[config.mk]
export PLATFORM = sky130hd
export DESIGN_NAME = fa_nbit_rca_flat
export DESIGN_NICKNAME = d
export VERILOG_FILES = /design/src/rtl/fa_nbit_rca_if.sv /design/src/rtl/fa_nbit_rca.sv /design/src/flat_wrapper.sv
export SDC_FILE = /design/constraint.sdc
export NUM_CORES = 1
export LEC_CHECK = 0
export BUFFER_PORTS_ARGS = -buffer_cell sky130_fd_sc_hd__buf_2
export CAP_MARGIN = 10
export CELL_PAD_IN_SITES_DETAIL_PLACEMENT = 1
export CELL_PAD_IN_SITES_GLOBAL_PLACEMENT = 1
export CORE_AREA = 10 10 47 49
export DETAILED_ROUTE_END_ITERATION = 12
export DIE_AREA = 0 0 57 59
export PLACE_DENSITY = 0.43
export SETUP_SLACK_MARGIN = 0.5
export SYNTH_ARGS = -nofsm -noshare
export SYNTH_HDL_FRONTEND = slang
export SYNTH_SLANG_ARGS = --single-unit
[constraint.sdc]
create_clock -name PortClk_nbit -period 1.45 [get_ports PortClk_nbit]
set_input_delay 0.145 -clock PortClk_nbit [delete_from_list [all_inputs] [get_ports PortClk_nbit]]
set_output_delay 0.145 -clock PortClk_nbit [all_outputs]
set_load 0.01 [all_outputs]
[src/rtl/fa_nbit_rca_if.sv]
// Operand/result bundle for the registered ripple-carry adder.
// The master drives the operands and carry-in; the slave returns the registered sum and flags.
interface fa_nbit_rca_if #(
   parameter int SIZE = 2
);
   logic [SIZE-1:0] PortA_nbit;
   logic [SIZE-1:0] PortB_nbit;
   logic            PortCin_nbit;
   logic [SIZE-1:0] PortS_nbit;
   logic            PortCout_nbit;
   logic            PortOvf_nbit;

   modport master (
      output PortA_nbit, PortB_nbit, PortCin_nbit,
      input  PortS_nbit, PortCout_nbit, PortOvf_nbit
   );

   modport slave (
      input  PortA_nbit, PortB_nbit, PortCin_nbit,
      output PortS_nbit, PortCout_nbit, PortOvf_nbit
   );
endinterface

[src/rtl/fa_nbit_rca.sv]
// SIZE-bit ripple-carry adder built from a chain of one-bit full-adder cells,
// with sum, carry-out and signed overflow registered for one cycle of latency.
module fa_nbit_cell (
   input  logic a,
   input  logic b,
   input  logic cIn,
   output logic s,
   output logic cOut
);
   assign s    = a ^ b ^ cIn;
   assign cOut = (a & b) | (cIn & (a ^ b));
endmodule

module fa_nbit_rca #(
   parameter int SIZE = 2
) (
   input logic           PortClk_nbit,
   input logic           PortRst_nbit,
   fa_nbit_rca_if.slave  bus
);
   logic [SIZE:0]   carry_p0;
   logic [SIZE-1:0] sum_p0;
   logic            ovf_p0;

   assign carry_p0[0] = bus.PortCin_nbit;

   for (genvar i = 0; i < SIZE; i++) begin : gCell
      fa_nbit_cell uCell (
         .a    (bus.PortA_nbit[i]),
         .b    (bus.PortB_nbit[i]),
         .cIn  (carry_p0[i]),
         .s    (sum_p0[i]),
         .cOut (carry_p0[i+1])
      );
   end

   // Signed overflow: carries into and out of the sign bit disagree.
   assign ovf_p0 = carry_p0[SIZE] ^ carry_p0[SIZE-1];

   // Stage p0 -> p1: output registers, reset overrides data.
   always_ff @(posedge PortClk_nbit) begin
      if (PortRst_nbit) begin
         bus.PortS_nbit    <= '0;
         bus.PortCout_nbit <= 1'b0;
         bus.PortOvf_nbit  <= 1'b0;
      end else begin
         bus.PortS_nbit    <= sum_p0;
         bus.PortCout_nbit <= carry_p0[SIZE];
         bus.PortOvf_nbit  <= ovf_p0;
      end
   end
endmodule

[src/flat_wrapper.sv]
// flat-port wrapper written by rule: the top's interface ports become plain ports
module fa_nbit_rca_flat 
#(
   parameter int SIZE = 2
)
  (PortClk_nbit, PortRst_nbit, bus_PortA_nbit, bus_PortB_nbit, bus_PortCin_nbit, bus_PortS_nbit, bus_PortCout_nbit, bus_PortOvf_nbit);
  fa_nbit_rca_if #(.SIZE(SIZE)) bus_i ();
  input logic PortClk_nbit;
  input logic PortRst_nbit;
  input wire logic [$bits(bus_i.PortA_nbit)-1:0] bus_PortA_nbit;
  input wire logic [$bits(bus_i.PortB_nbit)-1:0] bus_PortB_nbit;
  input wire logic [$bits(bus_i.PortCin_nbit)-1:0] bus_PortCin_nbit;
  output wire logic [$bits(bus_i.PortS_nbit)-1:0] bus_PortS_nbit;
  output wire logic [$bits(bus_i.PortCout_nbit)-1:0] bus_PortCout_nbit;
  output wire logic [$bits(bus_i.PortOvf_nbit)-1:0] bus_PortOvf_nbit;
  assign bus_i.PortA_nbit = bus_PortA_nbit;
  assign bus_i.PortB_nbit = bus_PortB_nbit;
  assign bus_i.PortCin_nbit = bus_PortCin_nbit;
  assign bus_PortS_nbit = bus_i.PortS_nbit;
  assign bus_PortCout_nbit = bus_i.PortCout_nbit;
  assign bus_PortOvf_nbit = bus_i.PortOvf_nbit;
  fa_nbit_rca #(.SIZE(SIZE)) u_core (.PortClk_nbit(PortClk_nbit), .PortRst_nbit(PortRst_nbit), .bus(bus_i));
endmodule
-- Yosys cells after proc, flatten, opt, wreduce, memory -nomap -nowiden
Cells that the tools add are included.
- bitwise operators: 11
- operators by type and width (kind ; number):
    $xor A1 B1 Y1 ; 5
    $and A1 B1 Y1 ; 4
    $or A1 B1 Y1 ; 2
- bits of input ports: 7
- output and inout port bits: 4
- register bits: 4

-- Logic depth before layout (Yosys ltp)
- depth in word-level cells: 6
- mapped depth: 5
- mapped depth without buffers: 5

-- By module
A second synthesis with hierarchy kept.
- cell total of the unflattened synthesis: 11
- area total of the unflattened synthesis: 151.4 um2
- by module, submodules not included (module ; cells each ; area each (um2) ; times used):
    fa_nbit_rca ; 9 ; 111.4 ; 1
    fa_nbit_cell ; 1 ; 20.0 ; 2

-- Least setup slack after synthesis
Ideal clock, no wire load.
- kind: input -> register
- start: input port bus_PortCin_nbit
- end: register u_core.bus.PortOvf_nbit
- stages: 5
- required time: 1.335 ns
- slack: 0.113 ns
- path buffers: 0
- arrival: 1.222 ns
- path through: inv_1 -> fa_1 -> fa_1 -> xnor2_1 -> nor2_1
- longest elaborated chain between the ends: 5
- RTL lines (item ; line ; source):
    from (decl) ; flat_wrapper.sv:12 ; input wire logic [$bits(bus_i.PortCin_nbit)-1:0] bus_PortCin_nbit;
    $and A1 B1 Y1 (*) ; fa_nbit_rca.sv:11 ; assign cOut = (a & b) | (cIn & (a ^ b));
    $or A1 B1 Y1 (*) ; fa_nbit_rca.sv:11 ;
    $and A1 B1 Y1 ; fa_nbit_rca.sv:11 ;
    $or A1 B1 Y1 ; fa_nbit_rca.sv:11 ;
    $xor A1 B1 Y1 (*) ; fa_nbit_rca.sv:38 ; assign ovf_p0 = carry_p0[SIZE] ^ carry_p0[SIZE-1];
    to (signal assigned) ; fa_nbit_rca.sv:49 ; bus.PortOvf_nbit <= ovf_p0;
    to (decl) ; fa_nbit_rca_if.sv:20 ; output PortS_nbit, PortCout_nbit, PortOvf_nbit
Every way passes the cells marked *; elsewhere a longest branch is shown, timed or not.
A chain may end at the register's enable or synchronous reset.

-- Final worst setup path
- start: input port bus_PortCin_nbit
- end: register u_core.bus.PortS_nbit[1]
- longest elaborated chain between the ends: 3
- RTL lines (item ; line ; source):
    $and A1 B1 Y1 ; fa_nbit_rca.sv:11 ;
    $or A1 B1 Y1 ; fa_nbit_rca.sv:11 ;
    $xor A1 B1 Y1 ; fa_nbit_rca.sv:10 ; assign s = a ^ b ^ cIn;
    to (signal assigned) ; fa_nbit_rca.sv:47 ; bus.PortS_nbit <= sum_p0;
    to (decl) ; fa_nbit_rca_if.sv:20 ;
No other way between the ends.

==> impl_metrics.env <==
export IMPL_endpoint_kind="flop"
export IMPL_cpLargestDelayFamily="adder cells"
export IMPL_p_leak_nw=0.148
export IMPL_grt_max_degree=5
export IMPL_slew_headroom=0.923
export IMPL_hold_start="PortRst_nbit"
export IMPL_dp_cells=42
export IMPL_grt_total_usage=0.0272
export IMPL_routabilityCongestion=0.529
export IMPL_avgSynthCellArea_um2=10.2
export IMPL_final_setup_tns_ns=0
export IMPL_yosys_warnings=0
export IMPL_synthesis_nets=25
export IMPL_clock_path_buffers=2
export IMPL_tightestPinTransition_ns=0.115
export IMPL_fin_cells=46
export IMPL_yosysSeqAreaShare=0.492
export IMPL_cts_root_buf="clkbuf_4"
export IMPL_antenna_left=0
export IMPL_drt_initial_drc_count=0
export IMPL_core_area_um2=1400
export IMPL_vias_per_cell=3.13
export IMPL_drc=0
export IMPL_start_kind="primary input"
export IMPL_path_clk_slew_ns=0.04
export IMPL_synth_top_family_by_area="adder cells"
export IMPL_crit_chain="buf_6, inv_2, fa_2, fa_2, nor2_2"
export IMPL_routedWlPerCell_um=8.93
export IMPL_grt_ovfl_total=0
export IMPL_antenna_found_initial=0
export IMPL_cap_violations=0
export IMPL_slew_violations=0
export IMPL_synthMuxAreaShare=0
export IMPL_routed_wl_um=411
export IMPL_critical_path_max_stage_delay_ns=0.54
export IMPL_crit_path_frequent_cell="fa_2"
export IMPL_worst_path_buf_inv=2
export IMPL_synth_xor_area_share=0.0538
export IMPL_start_util=0.116
export IMPL_pin_count=11
export IMPL_min_to="u_core.bus.PortS_nbit[1]$_SDFF_PP0_"
export IMPL_cp_arrival_ns=1.21
export IMPL_tritoncts="yes"
export IMPL_grt_busiest_layer="met4"
export IMPL_route_vias_total=144
export IMPL_n_antenna_cell=0
export IMPL_hold_class="primary input to flop"
export IMPL_synth_simple_area_share=0.0923
export IMPL_setup_violations=0
export IMPL_slowest_stage="fa_2"
export IMPL_io_buffers=10
export IMPL_syn_area_um2=163
export IMPL_cts_max_level=1
export IMPL_rsz0062_at_grt="yes"
export IMPL_gr_usage_met1=0.0250
export IMPL_synth_fa_ha_area_frac=0.246
export IMPL_firstDrtPassIters=1
export IMPL_final_hold_viol_count=0
export IMPL_synthDistinctLibCells=5
export IMPL_grt_pass1_vias=160
export IMPL_drive_gt1_frac=0.667
export IMPL_power_density_nw_per_um2=1110
export IMPL_cts_buffers=3
export IMPL_path_class="primary input to flop"
export IMPL_status="complete, no violations"
export IMPL_maxClockFrequency_mhz=921
export IMPL_worstPathMaxFanout=2
export IMPL_fin_nets=41
export IMPL_fin_crit_sh=0.749
export IMPL_worst_ep_required_time_ns=1.58
export IMPL_fin_crit_ns=1.09
export IMPL_p_total_w=0.000325
export IMPL_placementRows=14
export IMPL_die_y_um=59
export IMPL_ys_seq_elements=4
export IMPL_die_area_um2=3360
export IMPL_synthToLayoutAreaGrowth_pct=80.0
export IMPL_use_met3=0.0279
export IMPL_grt_first_pass_wirelength_um=600
export IMPL_ir_worst_vdd_v=0.000151
export IMPL_postSynthCellCount=16
export IMPL_use_met2=0.0264
export IMPL_holdPathStages=2
export IMPL_die_w_um=57
export IMPL_synth_compound_area_share=0
export IMPL_clock_sinks=4
export IMPL_fillerInstances=174
==> worst max path at each step <==
stage | from | endpoint | slack [ns] | cells after the start
after floorplan | bus_PortA_nbit[0] | u_core.bus.PortS_nbit[1]$_SDFF_PP0_ | 0.22 | 4
after global placement | bus_PortA_nbit[0] | u_core.bus.PortS_nbit[1]$_SDFF_PP0_ | 0.04 | 5
after detailed placement | bus_PortA_nbit[0] | u_core.bus.PortS_nbit[1]$_SDFF_PP0_ | 0.03 | 5
after CTS | bus_PortCin_nbit | u_core.bus.PortS_nbit[1]$_SDFF_PP0_ | 0.37 | 5
after global routing | bus_PortCin_nbit | u_core.bus.PortS_nbit[1]$_SDFF_PP0_ | 0.34 | 5
final | bus_PortCin_nbit | u_core.bus.PortS_nbit[1]$_SDFF_PP0_ | 0.36 | 5
==> layout make-up <==
type	instances	area [um2]	area share
Timing Repair Buffer	11	72.6	0.248
Tap cell	16	20.0	0.0684
Inverter	5	26.3	0.0897
Multi-Input combinational cell	7	71.3	0.244
Clock buffer	3	22.5	0.0769
Sequential cell	4	80.1	0.274
==> cells in the mapped netlist <==
cell / number / share of area
dfxtp_1: 4 / 0.49
fa_1: 2 / 0.25
inv_1: 5 / 0.12
nor2_1: 4 / 0.092
xnor2_1: 1 / 0.054
==> cells in the final DEF (no fill, tap or decap), drive strengths merged <==
cell type,count
xnor2,1
nor2,4
dfxtp,4
clkbuf,3
buf,11
inv,5
fa,2
==> registers in the layout (all words and copies together) (netlist names) <==
name and count:
u_core.bus.PortS_nbit 2, u_core.bus.PortCout_nbit 1, u_core.bus.PortOvf_nbit 1
==> metrics by stage <==
| step | setup WS, ns | utilization | hold slack [ns] | area, um2 |
|---|---|---|---|---|
| 2_1_floorplan | 0.216 | - | 0.212 | 175 |
| 3_5_place_dp | 0.0273 | 0.175 | 0.354 | 245 |
| 3_3_place_gp | 0.0362 | 0.175 | 0.352 | 245 |
| 4_1_cts | 0.374 | 0.203 | 0.105 | 284 |
| 5_1_grt | 0.336 | 0.209 | 0.123 | 293 |
| 6_report | 0.364 | 0.209 | 0.109 | 293 |
==> cells by family (layout without fill, tap and decap cells) <==
group,count (synthesis),after routing
flip-flops,4,4
AND/OR/NAND/NOR,4,4
adder cells (fa/ha/maj),2,2
buffers and inverters,5,19
XOR/XNOR,1,1
==> what timing repair did <==
action                                  4_1_cts  5_1_grt
gates resized for setup                       3        2
hold buffers                                  0        0
buffers inserted                              1        0
pin swaps                                     3        1
endpoints found under the setup margin        3        3
==> layer usage <==
metal  vias to the layer above  part of all wire
li1                         71                 -
met2                        10              0.41
met1                        63              0.41
met4                         0                 0
met3                         0              0.18
met5                         -                 0
==> report_power, final <==
group | internal (W) | switching [W]
Sequential | 0.000122 | 0.00000198
Clock | 0.0000923 | 0.0000420
Combinational | 0.0000356 | 0.0000314
Total | 0.000250 | 0.0000753
Note: power is estimated with default switching activity, not from simulation.
